`src/rtl/pwm_pkg.sv`:
```
// Shared definitions for the PWM generator: FSM state encoding and default width.
package pwm_pkg;

  localparam int DEFAULT_WIDTH = 16;

  typedef enum logic [1:0] {
    IDLE = 2'd0,
    RUN  = 2'd1,
    STOP = 2'd2
  } state_t;

endpackage

```
`src/rtl/edge_det.sv`:
```
// Rising-edge detector for a slow level that is synchronous to clk.
// The output is high for one clk per low-to-high transition of din.
module edge_det (
  input  logic clk,
  input  logic rst,
  input  logic din,
  output logic tick
);

  logic din_q;

  always_ff @(posedge clk or posedge rst) begin
    if (rst) din_q <= 1'b0;
    else     din_q <= din;
  end

  assign tick = din & ~din_q;

endmodule

```
`src/rtl/pwm_gen.sv`:
```
// PWM generator clocked by div_clk rising edges, with shadowed period/duty.
// Optional single-period mode is enabled by defining PWM_GEN_ONESHOT_EN.
module pwm_gen
  import pwm_pkg::*;
#(
  parameter int WIDTH = DEFAULT_WIDTH
) (
  input  logic             clk,
  input  logic             rst,
  input  logic             div_clk,
  input  logic             en,
`ifdef PWM_GEN_ONESHOT_EN
  input  logic             oneshot,
`endif
  input  logic             cfg_valid,
  output logic             cfg_ready,
  input  logic [WIDTH-1:0] cfg_period,
  input  logic [WIDTH-1:0] cfg_duty,
  output logic             pwm_out,
  output logic             period_done,
  output logic             busy
);

  localparam logic [WIDTH-1:0] ONE = WIDTH'(1);

  state_t           state_reg, state_next;
  logic [WIDTH-1:0] cnt_reg, cnt_next;
  logic [WIDTH-1:0] period_reg, duty_reg;
  logic [WIDTH-1:0] pend_period_reg, pend_duty_reg;
  logic             pend_reg;
  logic             pwm_reg, pwm_next;

  logic             tick;
  logic             accept;
  logic             last;
  logic             wrap;
  logic             apply;
  logic             start;
  logic             start_ok;
  logic             single_period;
  logic [WIDTH-1:0] cnt_inc;
  logic [WIDTH-1:0] eff_duty;

  edge_det u_edge_det (
    .clk  (clk),
    .rst  (rst),
    .din  (div_clk),
    .tick (tick)
  );

  assign accept   = cfg_valid & ~pend_reg;
  assign last     = (cnt_reg == (period_reg - ONE));
  assign wrap     = tick & last & (state_reg != IDLE);
  assign cnt_inc  = last ? '0 : cnt_reg + ONE;
  // A pending config lands either immediately when idle or at a period boundary.
  assign apply    = pend_reg & ((state_reg == IDLE) | wrap);
  assign eff_duty = apply ? pend_duty_reg : duty_reg;
  // Holding off the start for one clk when a config arrives alongside en lets it apply first.
  assign start    = (state_reg == IDLE) & en & ~accept & start_ok;

`ifdef PWM_GEN_ONESHOT_EN
  logic oneshot_reg;
  logic armed_reg;

  always_ff @(posedge clk or posedge rst) begin
    if (rst) begin
      oneshot_reg <= 1'b0;
      armed_reg   <= 1'b1;
    end else begin
      if (start) oneshot_reg <= oneshot;
      if (!en)                  armed_reg <= 1'b1;
      else if (start & oneshot) armed_reg <= 1'b0;
    end
  end

  assign start_ok      = armed_reg;
  assign single_period = oneshot_reg;
`else
  assign start_ok      = 1'b1;
  assign single_period = 1'b0;
`endif

  always_ff @(posedge clk or posedge rst) begin
    if (rst) state_reg <= IDLE;
    else     state_reg <= state_next;
  end

  always_comb begin
    state_next = state_reg;
    case (state_reg)
      IDLE: if (start) state_next = RUN;
      RUN, STOP: begin
        if (wrap && (!en || single_period)) state_next = IDLE;
        else                                state_next = en ? RUN : STOP;
      end
      default: state_next = IDLE;
    endcase
  end

  always_comb begin
    cnt_next = cnt_reg;
    pwm_next = pwm_reg;
    case (state_reg)
      IDLE: begin
        cnt_next = '0;
        pwm_next = start ? (eff_duty != '0) : 1'b0;
      end
      RUN, STOP: begin
        if (tick) begin
          if (state_next == IDLE) begin
            cnt_next = '0;
            pwm_next = 1'b0;
          end else begin
            cnt_next = cnt_inc;
            pwm_next = (cnt_inc < eff_duty);
          end
        end
      end
      default: begin
        cnt_next = '0;
        pwm_next = 1'b0;
      end
    endcase
  end

  always_ff @(posedge clk or posedge rst) begin
    if (rst) begin
      cnt_reg         <= '0;
      pwm_reg         <= 1'b0;
      period_reg      <= ONE;
      duty_reg        <= '0;
      pend_reg        <= 1'b0;
      pend_period_reg <= ONE;
      pend_duty_reg   <= '0;
    end else begin
      cnt_reg <= cnt_next;
      pwm_reg <= pwm_next;
      if (apply) begin
        period_reg <= pend_period_reg;
        duty_reg   <= pend_duty_reg;
        pend_reg   <= 1'b0;
      end else if (accept) begin
        pend_period_reg <= (cfg_period == '0) ? ONE : cfg_period;
        pend_duty_reg   <= cfg_duty;
        pend_reg        <= 1'b1;
      end
    end
  end

  assign cfg_ready   = ~pend_reg;
  assign pwm_out     = pwm_reg;
  assign period_done = wrap;
  assign busy        = (state_reg != IDLE);

endmodule

```
`config.mk`:
```
export PLATFORM = sky130hd
export DESIGN_NAME = pwm_gen
export DESIGN_NICKNAME = d
export VERILOG_FILES = /design/src/rtl/pwm_pkg.sv /design/src/rtl/edge_det.sv /design/src/rtl/pwm_gen.sv
export SDC_FILE = /design/constraint.sdc
export NUM_CORES = 1
export LEC_CHECK = 0
export BUFFER_PORTS_ARGS = -buffer_cell sky130_fd_sc_hd__buf_2
export CAP_MARGIN = 15
export CELL_PAD_IN_SITES_DETAIL_PLACEMENT = 0
export CELL_PAD_IN_SITES_GLOBAL_PLACEMENT = 1
export CORE_ASPECT_RATIO = 1.25
export CORE_MARGIN = 4
export CORE_UTILIZATION = 50
export CTS_BUF_LIST = sky130_fd_sc_hd__clkbuf_4 sky130_fd_sc_hd__clkbuf_8
export DETAILED_ROUTE_END_ITERATION = 10
export PLACE_DENSITY_LB_ADDON = 0.1
export SLEW_MARGIN = 5
export SYNTH_ARGS = -nofsm -noshare
export SYNTH_HDL_FRONTEND = slang
export SYNTH_SLANG_ARGS = --single-unit
export TNS_END_PERCENT = 30
```
`constraint.sdc`:
```
create_clock -name clk -period 5.95 [get_ports clk]
set_input_delay 0.2975 -clock clk [delete_from_list [all_inputs] [get_ports clk]]
set_output_delay 0.2975 -clock clk [all_outputs]
set_load 0.02 [all_outputs]
```
==> out/metrics.yaml <==
detailed_routing:
  wirelength_um: 11100
  detail_route.iter0.violations: 140
  detail_route.wl_per_cell_um: 17.9
  vias: 3591
  antenna_left: 0
  firstDrtPassIters: 4
  route.detailed.drc: 0
  vias_per_cell: 5.77
placement:
  dp_worst_setup_slack_ps: 767
  dp_hpwl_um: 8250
  placed_cell_area_um2: 5200
  gpl.final_weighted_congestion: 0.859
  io_buffer_count: 40
cts:
  tritoncts: "built"
  cts.clk_slew.worst_paths_ps: 90
  clk_latency_ps: 350
  cts.htree.levels: 3
  post_cts_resized: 0
  cts_inserted_buffers: 9
  clk_root_buffer_cell: "sky130_fd_sc_hd__clkbuf_8"
  cts.sink_count: 85
  postCtsHoldBufs: 0
  post_cts.repair.setup_buffers: 0
  cts-root-to-sink-buffers: 2
yosys:
  asyncSetResetFlopFracSynth: 1.00
  synth_largest_area_cell: "sky130_fd_sc_hd__dfrtp_1"
  synthesis.nets: 508
  postSynthCellCount: 452
  synthFlopType: "sky130_fd_sc_hd__dfrtp_1"
  yosysMostFrequentCell: "sky130_fd_sc_hd__dfrtp_1"
  synth_seq_cells: 85
  synth.cells.most_frequent: "sky130_fd_sc_hd__dfrtp_1, sky130_fd_sc_hd__mux2_2, sky130_fd_sc_hd__nor2_1, sky130_fd_sc_hd__o21ai_0, sky130_fd_sc_hd__nand2_1"
  ys.warnings.count: 0
  syn-cell-area_um2: 4890
  ys_seq_area_frac: 0.435
  netlist_top_cells_area: "sky130_fd_sc_hd__dfrtp_1, sky130_fd_sc_hd__mux2_2, sky130_fd_sc_hd__ha_1"
  postSynthAreaPerCell_um2: 10.8
  synth.lib_cells_used.distinct: 54
  synth.top_cell.area_share: 0.424
  number_of_enable_flip_flop_cells_after_synthesis: 0
die:
  core.rowCount: 40
  core_um2: 9610
  boundaryPins: 41
  die_x_um: 96.5
  die_height_um: 119
  die_area_um2: 11400
  start_util: 0.509
cells_and_area:
  drive_gt1_frac: 0.272
  layout.cell_area.non_filler_um2: 5460
  nFillCells: 853
  area_growth_pct: 11.6
  nets: 547
  antennaDiodeCount: 0
timing:
  slew_margin_rel: 0.349
  hold_viol: 1
  max_freq_ghz: 0.193
  finClkSkew_ps: 6.74
  finalSetupViolCount: 0
  setup_repair_after_global_routing_missed_its_margin: "false"
  post_layout_min_period_ps: 5170
  setup_total_negative_slack_ps: 0
  period_share: 0.869
  worst_slack_ps: 778
  final-max-slew-violation-count: 0
  transition_time_at_the_pin_with_the_least_slew_margin_ps: 973
  timing.hold.ws_ps: -0.556
global_route:
  grt_pass1_wl_um: 18400
  grt_util_all_layers: 0.207
  pin_count_of_the_biggest_net_entering_global_routing: 86
  overflow: 0
  grt_pass1_vias: 3654
  antenna_found_initial: 0
worst_hold_path:
  hold_class: "in -> async"
flow_run:
  maxCapViolCount: 0
setup_path:
  worstPathRequired_ps: 6210
  timing.critical_path.max_delay_family: "compound AO/OA/AOI/OAI gates"
  crit_path_cell_trace: "inv_1 -> ha_1 -> xor3_1 -> a2111oi_0 -> o221ai_1 -> a211o_1 -> or4_4 -> o21ai_1 -> nand2_2 -> mux2i_1 -> ha_1 -> a21oi_1 -> nor2b_1 -> o21ai_0 -> nand2b_1 -> a21oi_1 -> o221a_2 -> o41ai_1 -> o21ai_0"
  critical_path_peak_fanout: 32
  critPathSlowestCell: "sky130_fd_sc_hd__dfstp_2"
  critical_path.endpoint_type: "register"
  critPathBufInv: 1
  worst_path_largest_cell_delay_ps: 580
  path_class: "reg -> reg"
  critical_path_arrival_ps: 5430
  timing.critical_path.from_type: "register"
pwr:
  power.leakage_nw: 2.50
  vdd_drop_max_mv: 0.256
  power_density_of_the_placed_cells_nw_per_um2: 495
outcome:
  violations: "negative hold slack"
  outcome: "finished, violations left"
per-stage QoR:
step	cells	util	total power, mW
after floorplan	452	-	1.97
after global placement	604	0.541	2.22
after detailed placement	604	0.541	2.25
after CTS	620	0.565	2.71
after global routing	622	0.568	2.89
final	622	0.568	2.70
path summary, 6_finish.rpt:
kind	from	to	slack, ps	cells after the start
setup / recovery	period_reg[0]	pwm_out	780	19
hold / removal	rst	pend_duty_reg[4]	-0.6	3
setup reg to reg	period_reg[0]	pwm_out	780	19
hold reg to reg	pend_period_reg[4]	pend_period_reg[4]	510	1
max in group asynchronous	rst	period_reg[0]	5280	4
min in group clk	div_clk	u_edge_det.din_q	80	1
per-layer routing:
layer	track usage	vias up	part of all wire
met1	0.269	1757	0.43
met4	0.0798	0	0.028
li1	-	1736	-
met3	0.0350	22	0.032
met2	0.339	76	0.51
met5	0	-	0
layout by cell type (no fill, tap or decap), drive strengths merged, types with 18 or more instances in the layout:
cell type  count
nor4          18
dfrtp         83
mux2          62
o21ai         27
nand2         21
ha            19
nor2          29
buf           46
logic make-up (layout without fill, tap and decap cells):
kind of cell,after synthesis,count (layout),share of synthesized area
flip-flops,85,85,0.435
multiplexers,79,79,0.188
AND/OR/NAND/NOR,130,130,0.139
adder cells (fa/ha/maj),19,19,0.0486
AO/OA/AOI/OAI,78,78,0.104
XOR/XNOR,29,29,0.0550
buffers and inverters,32,76,0.0297
worst reg2reg max path, cell delays in order (launching register included):
cell and delay, ps:
sky130_fd_sc_hd__dfstp_2 580, sky130_fd_sc_hd__inv_1 50, sky130_fd_sc_hd__ha_1 220, sky130_fd_sc_hd__xor3_1 360
sky130_fd_sc_hd__a2111oi_0 350, sky130_fd_sc_hd__o221ai_1 190, sky130_fd_sc_hd__a211o_1 330, sky130_fd_sc_hd__or4_4 580
sky130_fd_sc_hd__o21ai_1 160, sky130_fd_sc_hd__nand2_2 560, sky130_fd_sc_hd__mux2i_1 360, sky130_fd_sc_hd__ha_1 280
sky130_fd_sc_hd__a21oi_1 140, sky130_fd_sc_hd__nor2b_1 60, sky130_fd_sc_hd__o21ai_0 140, sky130_fd_sc_hd__nand2b_1 70
sky130_fd_sc_hd__a21oi_1 160, sky130_fd_sc_hd__o221a_2 220, sky130_fd_sc_hd__o41ai_1 70, sky130_fd_sc_hd__o21ai_0 200
report_power, final:
part	leakage (nW)	internal [mW]	switching [mW]
clock	0.112	0.247	0.212
combinational	1.35	0.616	0.540
sequential	1.03	0.828	0.259
cell type report:
class | instances | area (µm²) | area share
repair buffers | 46 | 265 | 0.0486
well taps | 126 | 158 | 0.0289
clock inverters | 6 | 86.3 | 0.0158
clock buffers | 10 | 138 | 0.0252
inverters | 14 | 53.8 | 0.00985
flip-flops and latches | 85 | 2130 | 0.390
multi-input cells | 335 | 2630 | 0.482
Note: power is estimated with default switching activity, not from simulation.
